--- src/rtl/syndrome_packetizer.sv ---
// Serializes one multi-round measurement set into the decoder's 8-bit valid/ready
// stream: START once after reset, then HEADER plus round-padded payload per frame.
`timescale 1ns/1ps
module syndrome_packetizer #(
    parameter int          GRID_WIDTH_X = 6,
    parameter int          GRID_WIDTH_Z = 3,
    parameter int          GRID_WIDTH_U = 5,
    parameter logic [7:0]  START_MSG    = 8'h01,
    parameter logic [7:0]  HEADER_MSG   = 8'h02
) (
    input  logic                                        clk,
    input  logic                                        reset,
    input  logic [GRID_WIDTH_X*GRID_WIDTH_Z*GRID_WIDTH_U-1:0] syn_data,
    input  logic                                        syn_valid,
    output logic                                        syn_ready,
    output logic [7:0]                                  out_data,
    output logic                                        out_valid,
    input  logic                                        out_ready,
    input  logic                                        result_done,
    output logic                                        busy,
    output logic [15:0]                                 frames_sent
);

    localparam int unsigned PU_PER_ROUND    = GRID_WIDTH_X * GRID_WIDTH_Z;
    localparam int unsigned BYTES_PER_ROUND = (PU_PER_ROUND + 7) >> 3;
    localparam int unsigned TOTAL_BITS      = PU_PER_ROUND * GRID_WIDTH_U;
    localparam int          RW = (GRID_WIDTH_U > 1) ? $clog2(GRID_WIDTH_U) : 1;
    localparam int          BW = (BYTES_PER_ROUND > 1) ? $clog2(BYTES_PER_ROUND) : 1;
    localparam int          IW = (TOTAL_BITS > 1) ? $clog2(TOTAL_BITS) : 1;
    localparam logic [RW-1:0] LAST_ROUND = RW'(GRID_WIDTH_U - 1);
    localparam logic [BW-1:0] LAST_BYTE  = BW'(BYTES_PER_ROUND - 1);

    typedef enum logic [2:0] {
        START,
        IDLE,
        HEADER,
        PAYLOAD,
        WAIT_RESULT
    } state_t;

    state_t                state, next_state;
    logic [TOTAL_BITS-1:0] syn_reg;
    logic [RW-1:0]         round_cnt;
    logic [BW-1:0]         byte_cnt;
    logic [7:0]            payload_byte;
    logic                  accept;
    logic                  last_byte;

    assign accept    = out_valid & out_ready;
    assign last_byte = (round_cnt == LAST_ROUND) && (byte_cnt == LAST_BYTE);

    always_ff @(posedge clk) begin
        if (reset) state <= START;
        else       state <= next_state;
    end

    always_comb begin
        next_state = state;
        out_valid  = 1'b0;
        out_data   = 8'h00;
        syn_ready  = 1'b0;
        busy       = 1'b1;
        case (state)
            START: begin
                out_valid = 1'b1;
                out_data  = START_MSG;
                if (out_ready) next_state = IDLE;
            end
            IDLE: begin
                syn_ready = 1'b1;
                busy      = 1'b0;
                if (syn_valid) next_state = HEADER;
            end
            HEADER: begin
                out_valid = 1'b1;
                out_data  = HEADER_MSG;
                if (out_ready) next_state = PAYLOAD;
            end
            PAYLOAD: begin
                out_valid = 1'b1;
                out_data  = payload_byte;
                if (out_ready && last_byte) next_state = WAIT_RESULT;
            end
            WAIT_RESULT: begin
                if (result_done) next_state = IDLE;
            end
            default: next_state = START;
        endcase
    end

    // Bits past the end of a round's PU set are padding and read as zero.
    always_comb begin
        payload_byte = 8'h00;
        for (int k = 0; k < 8; k++) begin
            if ((32'(byte_cnt) * 32'd8 + 32'(k)) < 32'(PU_PER_ROUND))
                payload_byte[k] = syn_reg[IW'(32'(round_cnt) * 32'(PU_PER_ROUND)
                                              + 32'(byte_cnt) * 32'd8 + 32'(k))];
        end
    end

    always_ff @(posedge clk) begin
        if (reset) begin
            syn_reg     <= '0;
            round_cnt   <= '0;
            byte_cnt    <= '0;
            frames_sent <= 16'd0;
        end else begin
            if (state == IDLE && syn_valid) begin
                syn_reg   <= syn_data;
                round_cnt <= '0;
                byte_cnt  <= '0;
            end
            if (state == PAYLOAD && accept) begin
                if (byte_cnt == LAST_BYTE) begin
                    byte_cnt <= '0;
                    if (round_cnt == LAST_ROUND) begin
                        round_cnt   <= '0;
                        frames_sent <= frames_sent + 16'd1;
                    end else begin
                        round_cnt <= round_cnt + RW'(1);
                    end
                end else begin
                    byte_cnt <= byte_cnt + BW'(1);
                end
            end
        end
    end

endmodule

--- config.mk ---
export PLATFORM = sky130hd
export DESIGN_NAME = syndrome_packetizer
export DESIGN_NICKNAME = d
export VERILOG_FILES = /design/src/rtl/syndrome_packetizer.sv
export SDC_FILE = /design/constraint.sdc
export NUM_CORES = 1
export LEC_CHECK = 0
export ABC_AREA = 1
export BUFFER_PORTS_ARGS = -buffer_cell sky130_fd_sc_hd__buf_2
export CAP_MARGIN = 30
export CORE_MARGIN = 3
export CORE_UTILIZATION = 35
export CTS_CLUSTER_DIAMETER = 30
export DETAILED_ROUTE_END_ITERATION = 12
export GPL_TIMING_DRIVEN = 0
export PLACE_DENSITY = 0.52
export SYNTH_ARGS = -nofsm -noshare
export SYNTH_HDL_FRONTEND = slang
export SYNTH_SLANG_ARGS = --single-unit
export TNS_END_PERCENT = 5
--- constraint.sdc ---
create_clock -name clk -period 5.39 [get_ports clk]
set_clock_uncertainty 0.2 [all_clocks]
set_input_delay 1.078 -clock clk [delete_from_list [all_inputs] [get_ports clk]]
set_output_delay 1.078 -clock clk [all_outputs]
set_load 0.01 [all_outputs]
Yosys cells after proc, flatten, opt, wreduce, memory -nomap -nowiden
Index checks and enable logic that the tools add are counted.
{"block": "totals", "wordCells": 102, "in_bits": 95, "regBits": 114, "out_inout_bits": 27}
{"block": "classes", "mul": 1, "eq_ne": 11, "n_mux": 41, "bitwise": 1, "add_sub_neg": 18, "reduce_logical": 9, "magnitude_cmp": 16}
{"cell": "$lt 7x8->1 const B", "count": 8}
{"cell": "$bmux 1 s7", "count": 8}
{"cell": "$lt 6x5->1 const B", "count": 7}
{"cell": "$add 7x3->7 const B", "count": 4}
{"cell": "$mux 3", "count": 9}
{"cell": "$add 5x3->6 const B", "count": 4}
{"cell": "$pmux 8 s3", "count": 1}
{"cell": "$mux 1", "count": 19}
{"cell": "$add 16x1->16 const B", "count": 1}
{"cell": "$pmux 3 s5", "count": 1}
{"cell": "$add 7x2->7 const B", "count": 2}
{"cell": "$add 5x2->6 const B", "count": 2}
{"cell": "$ne 2x2->1 const B", "count": 5}
{"cell": "$add 7x1->7 const B", "count": 1}
{"cell": "$add 7x5->7", "count": 1}
{"cell": "$add 5x1->6 const B", "count": 1}
{"cell": "$eq 3x2->1 const B", "count": 2}
{"cell": "$eq 3x3->1 const B", "count": 2}
{"cell": "$mul 3x4->6 const B", "count": 1}
{"cell": "$mux 2", "count": 3}
{"cell": "$lt 5x5->1 const B", "count": 1}
{"cell": "$reduce_and 5->1", "count": 1}
{"cell": "$logic_and 1x1->1", "count": 4}
{"cell": "$add 3x1->3 const B", "count": 1}
{"cell": "other kinds (8)", "count": 8}

Longest topological paths before layout
Gate-level depths: netlist (run 1).
{"block": "depth", "word_depth": 7, "ltp_mapped": 17, "depth_no_buf": 15}

Least setup slack after synthesis (run 1)
OpenSTA, ideal clock, no wires.
{"block": "synth_timing", "path_type": "register to output", "startpoint": "reg round_cnt[1]", "endpoint": "out out_data[3]", "n_path_buf": 4, "stages_incl_launch_ff": 14, "path_slack_ps": 1884, "t_required_ps": 4112, "arrival_ps": 2228, "path_cell_list": "dfxtp_1 > inv_1 > buf_2 > buf_2 > ha_1 > inv_1 > clkbuf_1 > clkbuf_1 > nand4_1 > nand3_1 > nand3_1 > nand2_1 > nand2_1 > nor2_1"}
{"block": "synth_via", "elab_chain_len": 7}
{"element": "from (decl)", "line_no": "43", "rtl": "logic [RW-1:0] round_cnt;"}
{"element": "from (signal assigned)", "line_no": "120", "rtl": "round_cnt <= round_cnt + RW'(1);"}
{"element": "$mul 3x4->6", "line_no": "96", "rtl": "payload_byte[k] = syn_reg[IW'(32'(round_cnt) * 32'(PU_PER_ROUND)"}
{"element": "$add 7x5->7", "line_no": "97", "rtl": "+ 32'(byte_cnt) * 32'd8 + 32'(k))];"}
{"element": "$add 7x2->7", "line_no": "97"}
{"element": "$bmux 1 s7", "line_no": "96"}
{"element": "$mux 1 (implied by the code)", "line_no": "96"}
{"element": "$mux 1", "line_no": "95", "rtl": "if ((32'(byte_cnt) * 32'd8 + 32'(k)) < 32'(PU_PER_ROUND))"}
{"element": "$pmux 8 s3", "line_no": "63", "rtl": "case (state)"}
{"element": "to (decl)", "line_no": "16", "rtl": "output logic [7:0] out_data,"}
Every way passes these cells. The select of a mux whose other input is x is not followed.

Worst setup path in the final report (run 1)
{"block": "layout_timing", "startpoint": "reg round_cnt[1]", "endpoint": "out out_data[4]"}
{"block": "layout_via", "elab_chain_len": 7}
{"element": "$mul 3x4->6", "line_no": "96"}
{"element": "$add 7x5->7", "line_no": "97"}
{"element": "$add 7x3->7", "line_no": "97"}
{"element": "$bmux 1 s7", "line_no": "96"}
{"element": "$mux 1 (implied by the code)", "line_no": "96"}
{"element": "$mux 1", "line_no": "95"}
{"element": "$pmux 8 s3", "line_no": "63"}
Every way passes these cells. The select of a mux whose other input is x is not followed.

==> results of run 1 <==
Yosys cell counts, types with 5 or more instances:
library cell,number
nand2_2,5
dfxtp_1,114
clkbuf_1,33
o21ai_0,163
nor3_1,5
buf_4,12
o211ai_1,31
inv_1,85
ha_1,8
inv_2,5
buf_2,29
nor2_1,155
a21oi_1,74
nand2_1,345
nand3_1,142
nand4_1,8
xor2_1,10
or2_2,17
power breakdown:
group,switching [uW],internal [uW],leakage [uW]
Sequential,72.4,946,0.000930
Combinational,400,214,0.00276
Clock,475,695,0.000289
routing by layer:
layer / vias up / wire [um]
li1: 4483 / -
met1: 4110 / 15600
met2: 361 / 14500
met3: 81 / 2630
met4: 0 / 1740
met5: - / 0
critical path, cell delays in order (launching register included):
cell and delay [ps]:
dfxtp_1 340, inv_1 300, buf_2 430, buf_2 450, ha_1 420, inv_1 130
clkbuf_1 700, nand3_1 160, nand3_1 170, nand3_1 110, a21oi_1 260, nor2_1 100
buf_2 150
stage by stage:
stage	TNS [ps]	setup slack [ps]	hold slack [ps]	instances
floorplan	0	1880	239	1275
global route	-87.1	-76.2	293	1704
detailed placement	0	305	259	1671
finish	-112	-66.4	269	1704
CTS	0	31.1	269	1703
global placement	0	292	254	1671
cell families (layout without fill, tap and decap cells):
family | count (synthesis) | after routing | share of synthesized area, %
AO/OA/AOI/OAI | 275 | 275 | 19.1
AND/OR/NAND/NOR | 689 | 689 | 37.6
flip-flops | 114 | 114 | 29.6
XOR/XNOR | 17 | 17 | 2.37
adder cells (fa/ha/maj) | 9 | 9 | 1.56
buffers and inverters | 171 | 325 | 9.78
timing repair:
item / 4_1_cts / 5_1_grt
setup endpoints to repair: 4 / 6
resized for setup: 2 / 2
cloned: 0 / 0
pin swaps: 0 / 0
cell type report:
class	count	area, um^2	area share, %
multi-input cells	990	4660	50.3
plain buffers	80	415	4.48
inverters	91	342	3.69
repair buffers	122	621	6.70
clock inverters	15	173	1.86
clock buffers	17	425	4.59
flip-flops and latches	114	2280	24.6
well taps	275	344	3.71
how the worst max path moves through the flow:
stage | start | end | slack, ps | cells past startpoint
after floorplan | round_cnt[1] | out_data[3] | 1880 | 13
after global placement | round_cnt[1] | out_data[7] | 290 | 14
after detailed placement | round_cnt[1] | out_data[3] | 300 | 14
after CTS | round_cnt[1] | out_data[3] | 30 | 14
after global routing | round_cnt[1] | out_data[4] | -80 | 12
final | round_cnt[1] | out_data[4] | -70 | 12
==> impl_metrics.env, run 1 <==
export IMPL_worstHoldPathType="register to register"
export IMPL_placed_area_mm2=0.00865
export IMPL_clk_pin_slew_ps=60
export IMPL_diodes=0
export IMPL_max_freq_mhz=183
export IMPL_viasPerCell=5.30
export IMPL_hold_viol_final=0
export IMPL_track_usage_pct=28.9
export IMPL_cp_data_required_time_ps=4110
export IMPL_async_reset_ff_share_pct=0
export IMPL_clock_sinks=114
export IMPL_synth_area_per_cell_um2=6.04
export IMPL_post_cts_setup_buffers=0
export IMPL_final_area_mm2=0.00927
export IMPL_hold_end="syn_reg[26]"
export IMPL_grt_ovfl_total=0
export IMPL_clk_latency_ps=440
export IMPL_power_uw=2800
export IMPL_layout_common_cells="nand2_1, o21ai_0, nor2_1, buf_2, nand3_1"
export IMPL_drive_gt1_share_pct=16.7
export IMPL_grt_most_used_layer="met2"
export IMPL_worstMarginPinSlew_ps=924
export IMPL_cts_tree="yes"
export IMPL_min_delay_start="syn_reg[26]"
export IMPL_holdBufCountCts=0
export IMPL_r2r_end="round_cnt[1]"
export IMPL_synth_yosys_seq_area_share_pct=29.6
export IMPL_die_w_um=154
export IMPL_cp_arrival_ps=4180
export IMPL_area_growth_pct=20.3
export IMPL_synthDistinctLibCells=38
export IMPL_layout_min_cycle_time_ps=5460
export IMPL_peakVddDrop_mv=0.179
export IMPL_nFillCells=2398
export IMPL_portBuffers=121
export IMPL_fin_nets=1520
export IMPL_synthCells=1275
export IMPL_layout_commonest_cell="nand2_1"
export IMPL_dieArea_mm2=0.0238
export IMPL_setup_slack_ps=-66.4
export IMPL_cap_violations=0
export IMPL_routed_wl_um=34500
export IMPL_drv_slew=0
export IMPL_status="finished with violations"
export IMPL_rr_worst_depth=9
export IMPL_crit_reg2reg_launch="round_cnt[1]"
export IMPL_max_slew_margin_pct=38.4
export IMPL_antenna_left=0
export IMPL_end_kind="primary output"
export IMPL_synth_top_cell_by_area="dfxtp_1"
export IMPL_cts_buffers=17
export IMPL_grt_use_met2_pct=43.0
export IMPL_synth_seq_cells=114
export IMPL_row_count=53
export IMPL_largest_register_ffs=90
export IMPL_final_core_util_pct=43.5
export IMPL_drt_iter0_markers=791
export IMPL_violations="setup timing"
export IMPL_p_leak_uw=0.00398
export IMPL_cp_start_kind="register"
export IMPL_finalSetupViolCount=2
export IMPL_finalCritPeriodShare_pct=101
export IMPL_drt_wirelength_per_cell_um=20.3
export IMPL_grt_util_met3_pct=6.99
export IMPL_rsz0062_at_grt="true"
export IMPL_max_clock_path_buffers=2
export IMPL_h_tree_depth=4
export IMPL_via_count=9035
export IMPL_antenna_found_initial=0
export IMPL_hold_path_cell_count=2
export IMPL_synthTopCellsByArea="dfxtp_1, nand2_1, o21ai_0"
export IMPL_synth_edff_count=0
export IMPL_die_h_um=154
export IMPL_firstDrtPassIters=6
export IMPL_yosysWarnings=0
export IMPL_synth_top_area_share_pct=29.6
export IMPL_coreArea_mm2=0.0213
export IMPL_cts_root_buf="clkbuf_16"
export IMPL_gp_congestion=0.986
export IMPL_start_util_pct=36.2
export IMPL_drc=0
export IMPL_critPathMaxFanout=12
export IMPL_grt_max_degree=17
export IMPL_grt_pass1_vias=8602
export IMPL_yosys_most_used_dff="dfxtp_1"
export IMPL_grt_use_met1_pct=38.7
export IMPL_postSynthNetCount=1379
export IMPL_r2r_slack_ps=2250
export IMPL_dp_hpwl_um=25800
export IMPL_crit_type="register to primary output"
export IMPL_power_density_mw_per_mm2=302
export IMPL_grt_pass1_wl_um=51800
export IMPL_synth_area_mm2=0.00770
export IMPL_num_io_pins=122
No activity file was read; power rests on OpenSTA's default activity.
==> run 2: changes to the inputs <==
--- a/config.mk
+++ b/config.mk
@@ -14,6 +14,7 @@
 export DETAILED_ROUTE_END_ITERATION = 12
 export GPL_TIMING_DRIVEN = 0
 export PLACE_DENSITY = 0.52
+export SETUP_SLACK_MARGIN = 0.2
 export SYNTH_ARGS = -nofsm -noshare
 export SYNTH_HDL_FRONTEND = slang
 export SYNTH_SLANG_ARGS = --single-unit
==> run 2 against run 1 <==
  * The run now ends clean
  * Hold slack barely moved
  * Via count barely moved
  * Maximum frequency rose by 7.4%
  * Critical path type unchanged
  * Critical endpoint is now out_data[5]
  * Largest power group unchanged
  * Highest routed layer unchanged
==> impl_metrics.env, run 2 (synthesized netlist as in run 1, its figures left out) <==
export IMPL_cts_tree="yes"
export IMPL_dp_hpwl_um=25800
export IMPL_setup_tns_ps=0
export IMPL_die_w_um=154
export IMPL_diodes=0
export IMPL_pre_cts_slack_ps=305
export IMPL_drc=0
export IMPL_holdBufCountCts=0
export IMPL_h_tree_depth=4
export IMPL_rsz0062_at_grt="true"
export IMPL_status="finished clean"
export IMPL_grt_pass1_wl_um=51800
export IMPL_area_growth_pct=20.5
export IMPL_p_leak_uw=0.00399
export IMPL_max_slew_margin_pct=38.6
export IMPL_drt_wirelength_per_cell_um=20.2
export IMPL_peakVddDrop_mv=0.179
export IMPL_power_density_mw_per_mm2=302
export IMPL_gp_congestion=0.986
export IMPL_max_freq_mhz=197
export IMPL_crit_reg2reg_launch="round_cnt[1]"
export IMPL_critPathMaxFanout=12
export IMPL_cts_buffers=17
export IMPL_clk_pin_slew_ps=60
export IMPL_layout_common_cells="nand2_1, o21ai_0, nor2_1, buf_2, nand3_1"
export IMPL_max_clock_path_buffers=2
export IMPL_cts_root_buf="clkbuf_16"
export IMPL_largest_register_ffs=90
export IMPL_min_delay_start="syn_reg[26]"
export IMPL_via_count=9029
export IMPL_portBuffers=121
export IMPL_antenna_found_initial=0
export IMPL_clk_latency_ps=440
export IMPL_rr_worst_depth=9
export IMPL_hold_viol_final=0
export IMPL_hold_path_cell_count=2
export IMPL_coreArea_mm2=0.0213
export IMPL_worstMarginPinSlew_ps=921
export IMPL_track_usage_pct=28.9
export IMPL_setup_slack_ps=309
export IMPL_worstHoldPathType="register to register"
export IMPL_clock_sinks=114
export IMPL_crit_type="register to primary output"
export IMPL_grt_ovfl_total=0
export IMPL_finalCritPeriodShare_pct=94.3
export IMPL_cp_start_kind="register"
export IMPL_layout_min_cycle_time_ps=5080
export IMPL_grt_max_degree=17
export IMPL_placedCellCount=1671
export IMPL_cap_violations=0
export IMPL_finalSetupViolCount=0
export IMPL_firstDrtPassIters=7
export IMPL_layout_commonest_cell="nand2_1"
export IMPL_viasPerCell=5.30
export IMPL_hold_end="syn_reg[26]"
export IMPL_r2r_slack_ps=2450
export IMPL_cp_arrival_ps=3800
export IMPL_end_kind="primary output"
export IMPL_fin_nets=1520
export IMPL_drive_gt1_share_pct=16.8
export IMPL_num_io_pins=122
export IMPL_drv_slew=0
export IMPL_antenna_left=0
export IMPL_grt_pass1_vias=8602
export IMPL_drt_iter0_markers=799
export IMPL_die_h_um=154
export IMPL_start_util_pct=36.2
export IMPL_post_cts_setup_buffers=0
export IMPL_stdcell_count=1704
export IMPL_routed_wl_um=34500
export IMPL_cp_data_required_time_ps=4110
export IMPL_dieArea_mm2=0.0238
export IMPL_row_count=53
export IMPL_r2r_end="round_cnt[1]"
run 2: repair_timing:
item	CTS	global route
setup endpoints to repair	6	6
pin swaps	0	0
resized for setup	3	5
run 2: routing by layer:
layer  GRT usage [%]  routed length, um  vias to the layer above
met2            43.0              14500                      366
met3            6.99               2670                       84
met4            15.1               1780                        0
met1            38.7              15600                     4100
li1                -                  -                     4479
met5               0                  0                        -
run 2: worst max-delay path: stages (launching register included):
cell	delay, ps
dfxtp_1	340
inv_1	320
clkbuf_4	380
clkbuf_4	350
ha_1	360
clkbuf_1	630
nand3_1	260
nand3_1	140
nand3_1	110
a21oi_1	230
nor2_1	90
buf_2	150
run 2: layout make-up:
cell class,count,area (um^2)
fillers,2398,12000
multi-input cells,990,4660
flip-flops and latches,114,2280
repair buffers,122,621
clock buffers,17,425
plain buffers,80,424
well taps,275,344
inverters,91,342
clock inverters,15,173
run 2: how the worst max path moves through the flow:
| stage | from | to | depth (start not counted) | slack (ps) |
|---|---|---|---|---|
| floorplan | round_cnt[1] | out_data[3] | 13 | 1880 |
| global placement | round_cnt[1] | out_data[7] | 14 | 290 |
| detailed placement | round_cnt[1] | out_data[3] | 14 | 300 |
| CTS | round_cnt[1] | out_data[4] | 12 | 150 |
| global route | round_cnt[1] | out_data[6] | 14 | 190 |
| finish | round_cnt[1] | out_data[5] | 11 | 310 |
run 2: metrics by stage:
stage          instance area (um^2)  total power, uW  hold WS [ps]  util (%)
2_1_floorplan                  7700             1420           239         -
3_3_place_gp                   8650             1640           254      40.6
3_5_place_dp                   8650             1640           259      40.6
4_1_cts                        9250             2820           269      43.5
5_1_grt                        9280             2960           293      43.6
6_report                       9280             2800           269      43.6
run 2: power breakdown:
group / switching (uW) / internal [uW] / total (uW)
Sequential: 72.5 / 946 / 1020
Combinational: 399 / 214 / 613
Clock: 475 / 695 / 1170
